--- src/rtl/qspi_rom_arbiter.sv ---
// qspi_rom_arbiter: two-port read arbiter and quad-I/O read sequencer for an
// external QSPI flash. Port A has priority; port B is protected from starvation.
// A request for the byte after the last one served streams on without re-addressing.
module qspi_rom_arbiter #(
    parameter int         ADDR_BITS  = 24,
    parameter int         DUMMY      = 6,
    parameter logic [7:0] CMD_BYTE   = 8'hEB,
    parameter int         STARVE_MAX = 4
) (
    input  logic                 clk,
    input  logic                 reset,
    input  logic                 a_req,
    input  logic [ADDR_BITS-1:0] a_addr,
    output logic                 a_ack,
    input  logic                 b_req,
    input  logic [ADDR_BITS-1:0] b_addr,
    output logic                 b_ack,
    output logic [7:0]           rd_data,
    output logic                 busy,
    output logic                 sclk,
    output logic                 select,
    output logic [3:0]           io_out,
    output logic [3:0]           io_oe,
    input  logic [3:0]           io_in
);

    localparam int NIBBLES = ADDR_BITS / 4;
    localparam int LEN_CA  = (NIBBLES > 8) ? NIBBLES : 8;
    localparam int MAX_LEN = (DUMMY + 1 > LEN_CA) ? DUMMY + 1 : LEN_CA;
    localparam int CNT_W   = $clog2(MAX_LEN);
    localparam int STV_W   = $clog2(STARVE_MAX + 2);

    typedef enum logic [2:0] {
        ST_IDLE,
        ST_CMD,
        ST_ADDR,
        ST_DUMMY,
        ST_DATA_H,
        ST_DATA_L,
        ST_PARK,
        ST_DESEL
    } state_e;

    state_e               state_q, state_d;
    logic [CNT_W-1:0]     cnt_q, cnt_d;
    logic [STV_W-1:0]     starve_q, starve_d;
    logic [ADDR_BITS-1:0] a_ptr_q, a_ptr_d;
    logic                 port_b_q, port_b_d;   // 1: port B owns the current byte
    logic [3:0]           hi_q, hi_d;
    logic                 sclk_q, sclk_d;
    logic                 select_q, select_d;
    logic [3:0]           io_out_q, io_out_d;
    logic [3:0]           io_oe_q, io_oe_d;
    logic                 a_ack_q, a_ack_d;
    logic                 b_ack_q, b_ack_d;
    logic [7:0]           rd_data_q, rd_data_d;
    logic                 busy_q, busy_d;

    logic                 any_req;
    logic                 b_wins;
    logic [ADDR_BITS-1:0] win_addr;
    logic                 grant;
    logic [ADDR_BITS-1:0] addr_shifted;
    logic [7:0]           cmd_shifted;

    assign any_req  = a_req | b_req;
    assign b_wins   = b_req & (~a_req | (starve_q >= STV_W'(STARVE_MAX)));
    assign win_addr = b_wins ? b_addr : a_addr;

    // Next-state, bus phase and arbitration logic.
    always_comb begin
        // NOTE: every _d takes its held value first, so no branch can infer a latch.
        state_d      = state_q;
        cnt_d        = cnt_q;
        starve_d     = starve_q;
        a_ptr_d      = a_ptr_q;
        port_b_d     = port_b_q;
        hi_d         = hi_q;
        sclk_d       = sclk_q;
        select_d     = select_q;
        io_out_d     = io_out_q;
        io_oe_d      = io_oe_q;
        a_ack_d      = 1'b0;
        b_ack_d      = 1'b0;
        rd_data_d    = rd_data_q;
        grant        = 1'b0;
        addr_shifted = a_ptr_q << {cnt_q, 2'b00};
        cmd_shifted  = CMD_BYTE << cnt_q;

        case (state_q)
            ST_IDLE: begin
                if (any_req) begin
                    grant    = 1'b1;
                    select_d = 1'b0;
                    a_ptr_d  = win_addr;
                    port_b_d = b_wins;
                    cnt_d    = '0;
                    sclk_d   = 1'b0;
                    io_oe_d  = 4'b0001;
                    io_out_d = {3'b000, CMD_BYTE[7]};
                    state_d  = ST_CMD;
                end
            end

            ST_CMD, ST_ADDR, ST_DUMMY, ST_DATA_H, ST_DATA_L: begin
                sclk_d = ~sclk_q;
                if (!sclk_q) begin
                    // Rising sclk: present the bit/nibble the next fall will carry.
                    case (state_q)
                        ST_CMD: begin
                            io_oe_d  = 4'b0001;
                            io_out_d = {3'b000, cmd_shifted[7]};
                        end
                        ST_ADDR: begin
                            io_oe_d  = 4'b1111;
                            io_out_d = addr_shifted[ADDR_BITS-1 -: 4];
                        end
                        default: begin
                            io_oe_d  = 4'b0000;
                            io_out_d = 4'b0000;
                        end
                    endcase
                end else begin
                    // Falling sclk: one phase clock done; capture read data.
                    cnt_d = cnt_q + CNT_W'(1);
                    case (state_q)
                        ST_CMD: begin
                            if (cnt_q == CNT_W'(7)) begin
                                cnt_d   = '0;
                                state_d = ST_ADDR;
                            end
                        end
                        ST_ADDR: begin
                            if (cnt_q == CNT_W'(NIBBLES - 1)) begin
                                cnt_d   = '0;
                                state_d = ST_DUMMY;
                            end
                        end
                        ST_DUMMY: begin
                            // DUMMY+1 clocks: the extra one is the bus turnaround before
                            // the flash drives, so byte 0 lands on fall 8+NIBBLES+DUMMY+2.
                            if (cnt_q == CNT_W'(DUMMY)) begin
                                cnt_d   = '0;
                                state_d = ST_DATA_H;
                            end
                        end
                        ST_DATA_H: begin
                            hi_d    = io_in;
                            cnt_d   = '0;
                            state_d = ST_DATA_L;
                        end
                        ST_DATA_L: begin
                            rd_data_d = {hi_q, io_in};
                            a_ack_d   = ~port_b_q;
                            b_ack_d   = port_b_q;
                            a_ptr_d   = a_ptr_q + ADDR_BITS'(1);
                            cnt_d     = '0;
                            state_d   = ST_PARK;
                        end
                        default: ;
                    endcase
                end
            end

            ST_PARK: begin
                // Arbitrate first, then test the winner for a sequential hit.
                if (any_req) begin
                    if (win_addr == a_ptr_q) begin
                        grant    = 1'b1;
                        port_b_d = b_wins;
                        sclk_d   = 1'b1;
                        state_d  = ST_DATA_H;
                    end else begin
                        select_d = 1'b1;
                        io_oe_d  = 4'b0000;
                        io_out_d = 4'b0000;
                        cnt_d    = '0;
                        state_d  = ST_DESEL;
                    end
                end
            end

            ST_DESEL: begin
                if (cnt_q == CNT_W'(1)) begin
                    cnt_d   = '0;
                    state_d = ST_IDLE;
                end else begin
                    cnt_d = cnt_q + CNT_W'(1);
                end
            end
        endcase

        // Counts consecutive served A grants while B waits.
        if (!b_req) begin
            starve_d = '0;
        end else if (grant) begin
            starve_d = b_wins ? '0 : starve_q + STV_W'(1);
        end

        busy_d = (state_d != ST_IDLE);
    end

    // State and registered outputs; synchronous reset aborts any transaction.
    always_ff @(posedge clk) begin
        if (reset) begin
            state_q   <= ST_IDLE;
            cnt_q     <= '0;
            starve_q  <= '0;
            a_ptr_q   <= '0;
            port_b_q  <= 1'b0;
            hi_q      <= 4'h0;
            sclk_q    <= 1'b0;
            select_q  <= 1'b1;
            io_out_q  <= 4'h0;
            io_oe_q   <= 4'h0;
            a_ack_q   <= 1'b0;
            b_ack_q   <= 1'b0;
            rd_data_q <= 8'h00;
            busy_q    <= 1'b0;
        end else begin
            // NOTE: non-blocking so every flop samples the pre-edge _d values.
            state_q   <= state_d;
            cnt_q     <= cnt_d;
            starve_q  <= starve_d;
            a_ptr_q   <= a_ptr_d;
            port_b_q  <= port_b_d;
            hi_q      <= hi_d;
            sclk_q    <= sclk_d;
            select_q  <= select_d;
            io_out_q  <= io_out_d;
            io_oe_q   <= io_oe_d;
            a_ack_q   <= a_ack_d;
            b_ack_q   <= b_ack_d;
            rd_data_q <= rd_data_d;
            busy_q    <= busy_d;
        end
    end

    assign a_ack   = a_ack_q;
    assign b_ack   = b_ack_q;
    assign rd_data = rd_data_q;
    assign busy    = busy_q;
    assign sclk    = sclk_q;
    assign select  = select_q;
    assign io_out  = io_out_q;
    assign io_oe   = io_oe_q;

endmodule

--- config.mk ---
export PLATFORM = sky130hd
export DESIGN_NAME = qspi_rom_arbiter
export DESIGN_NICKNAME = d
export VERILOG_FILES = /design/src/rtl/qspi_rom_arbiter.sv
export SDC_FILE = /design/constraint.sdc
export NUM_CORES = 1
export LEC_CHECK = 0
export ABC_AREA = 1
export CAP_MARGIN = 20
export CORE_MARGIN = 2
export CORE_UTILIZATION = 24
export CTS_CLUSTER_SIZE = 16
export DETAILED_ROUTE_END_ITERATION = 10
export DONT_BUFFER_PORTS = 1
export HOLD_SLACK_MARGIN = 0.02
export PLACE_DENSITY_LB_ADDON = 0.25
export SKIP_LAST_GASP = 1
export SYNTH_ARGS = -nofsm -noshare
export SYNTH_HDL_FRONTEND = slang
export SYNTH_SLANG_ARGS = --single-unit
--- constraint.sdc ---
create_clock -name clk -period 4.8 [get_ports clk]
set_clock_uncertainty 0.15 [all_clocks]
set_input_delay 0.96 -clock clk [delete_from_list [all_inputs] [get_ports clk]]
set_output_delay 0.96 -clock clk [all_outputs]
set_load 0.1 [all_outputs]
==> flow_summary.yaml <==
die:
  start_util_pct: 24.6
  rows: 50
  die_w_um: 143
  die_h_um: 143
  dieArea_um2: 20400
  ios: 77
  coreArea_um2: 18800
outcome:
  status: "finished clean"
layout:
  stdcell_count: 1006
  final_common_cell: "nand2_1"
  area_delta_synth_final_pct: 8.78
  fin_area_um2: 5040
  layout_common_cells: "nand2_1, nand3_1, inv_1, a21oi_1, dfxtp_1"
  postLayoutCoreUtil_pct: 26.7
  drive_above_1_share_pct: 6.84
  final_nets: 805
  antenna_cells: 0
synth:
  syn_area_per_cell_um2: 6.07
  synth_top_area_share_pct: 24.6
  postSynthNetCount: 827
  postSynthCellCount: 763
  synth_ff_type: "dfxtp_1"
  ys_types: 40
  yosysSeqAreaShare_pct: 24.6
  synth_edf_count: 0
  synthesis.area_um2: 4630
  yosys.area.top_type: "dfxtp_1"
  yosys_warnings: 0
  synth_seq_cells: 57
  synthTopCellsByArea: "dfxtp_1, nand2_1, nand3_1"
  async_reset_ff_share_pct: 0
pwr:
  irDropWorstVdd_mv: 0.186
  power.leakage_nw: 2.12
  p_per_area_nw_per_um2: 327
setup_path:
  rrSetupSlack_ns: 1.64
  critPathLaunchType: "input port"
  crit_required_ns: 4.87
  cp.arrival_ns: 3.39
  crit_path_max_fanout: 39
  worstSetupEndpointType: "flip-flop"
  path_class: "input port to flip-flop"
global_route:
  grt_pass1_wl_um: 23100
  grt_max_degree: 46
  grt_pass1_vias: 4391
  grt_overflow: 0
  grtUsageTotal_pct: 14.5
  antenna_found_initial: 0
clocking:
  cts_inserted_buffers: 9
  cts_tree: "yes"
  clk_pin_slew_worst_paths_ns: 0.06
  post_cts_resize_count: 0
  ctsHoldBuffers: 0
  cts-root-buf: "clkbuf_16"
  cts_sinks: 57
  h-tree-depth: 3
  clk_latency_ns: 0.34
  clockBufferDepth: 2
  cts_setup_buffers: 0
drt:
  viasPerCell: 4.65
  routedWlPerCell_um: 14.2
  ant_nets: 0
  drt_pass1_iterations: 4
  drc: 0
  via_count: 4680
  drtIter0Drc: 241
  routed_wl_um: 14300
sta:
  max_freq_mhz: 301
  fin_crit_ns: 3.32
  worst_pin_slew_ns: 1.03
  rsz0062_at_grt: "no"
  final_max_slew_viol_count: 0
  hold_violations: 0
  fin_crit_sh_pct: 69.2
  setup_viol: 0
  slew_headroom_pct: 31.0
  fin_setup_tns_ns: 0
  setup_slack_ns: 1.48
placed_design:
  preCtsSetupSlack_ns: 1.04
  place.gp.congestion: 0.839
  io_buffers: 0
  hpwl_um: 10600
  numPlacedInstances: 990
  place_area_um2: 4750
run:
  maxCapViolations: 0
min_path:
  hold_path.class: "flip-flop to flip-flop"
## cell usage after synthesis, types with 2 or more instances
cell type and n:
o211ai_1 6, nand3b_4 3, nand2_1 224, nand3_1 90, a21oi_1 70, nand3_2 8, nand2_2 2, inv_1 82
buf_6 4, clkbuf_1 17, xor2_1 14, a221oi_1 3, buf_4 5, o21ai_1 12, a21oi_2 2, nand4_1 4
buf_2 6, nor2_2 4, inv_2 6, a211oi_1 4, nor3_1 13, ha_1 8, nand3b_1 12, a31oi_1 12
dfxtp_1 57, nor2_1 45, nand2_4 4, o21ai_0 34
## power by group
group          internal (mW)  switching, mW
registers              0.516          0.101
clock network          0.352          0.254
logic                  0.145          0.280
total                   1.01          0.635
## layer usage
layer	GRT usage [%]	up-vias	part of all wire (%)
met4	4.27	0	1.4
met1	19.0	2090	47
li1	-	2468	-
met5	0	-	0
met3	4.93	13	7.1
met2	22.7	109	44
## sequential cells by signal, indices dropped and copies added, names as in the netlist
register and flops:
starve_q 3, state_q 3, cnt_q 3, sclk 1, b_ack 1, a_ptr_q 24, io_out 4, port_b_q 1
select 1, io_oe 2, a_ack 1, hi_q 4, rd_data 8, busy 1
## cell families after synthesis
kind of cell / count (synthesis) / share of synthesized area [%]
and+or+nand+nor: 415 / 41.5
buffers and inverters: 123 / 11.8
adders and majority gates: 8 / 2.16
DFF: 57 / 24.6
xor gates and xnor gates: 15 / 2.84
AOI/OAI and AO/OA: 145 / 17.1
## critical path, cell delays in order
cell and delay [ns]:
nand2_4 0.35, nand2_2 0.56, nand2_1 0.29, nand2_1 0.07, nand2_1 0.06, nand2_1 0.05, nor2_1 0.10, nand2_1 0.08
nor2_2 0.26, nand3_2 0.19, nand2_4 0.15, nand2_1 0.07, nand2_1 0.07, nand3_1 0.09
## final timing paths
kind | startpoint | endpoint | depth (start not counted)
max reg2reg | starve_q[2] | busy | 15
min reg2reg | hi_q[2] | hi_q[2] | 2
min | hi_q[2] | hi_q[2] | 2
max | a_req | busy | 14
## area by class of cell
| class | count | area [µm²] |
|---|---|---|
| Fill cell | 2131 | 13800 |
| Multi-Input combinational cell | 583 | 2940 |
| Sequential cell | 57 | 1140 |
| Inverter | 89 | 334 |
| Tap cell | 260 | 325 |
| Clock buffer | 9 | 225 |
| Clock inverter | 7 | 56.3 |
| Timing Repair Buffer | 1 | 7.51 |
## through the flow
stage | total power, mW | hold WS [ns]
6_report | 1.65 | 0.304
5_1_grt | 1.77 | 0.331
4_1_cts | 1.68 | 0.303
3_5_place_dp | 1.05 | 0.295
3_3_place_gp | 1.06 | 0.290
2_1_floorplan | 0.971 | 0.267
Note: power is estimated with default switching activity, not from simulation.
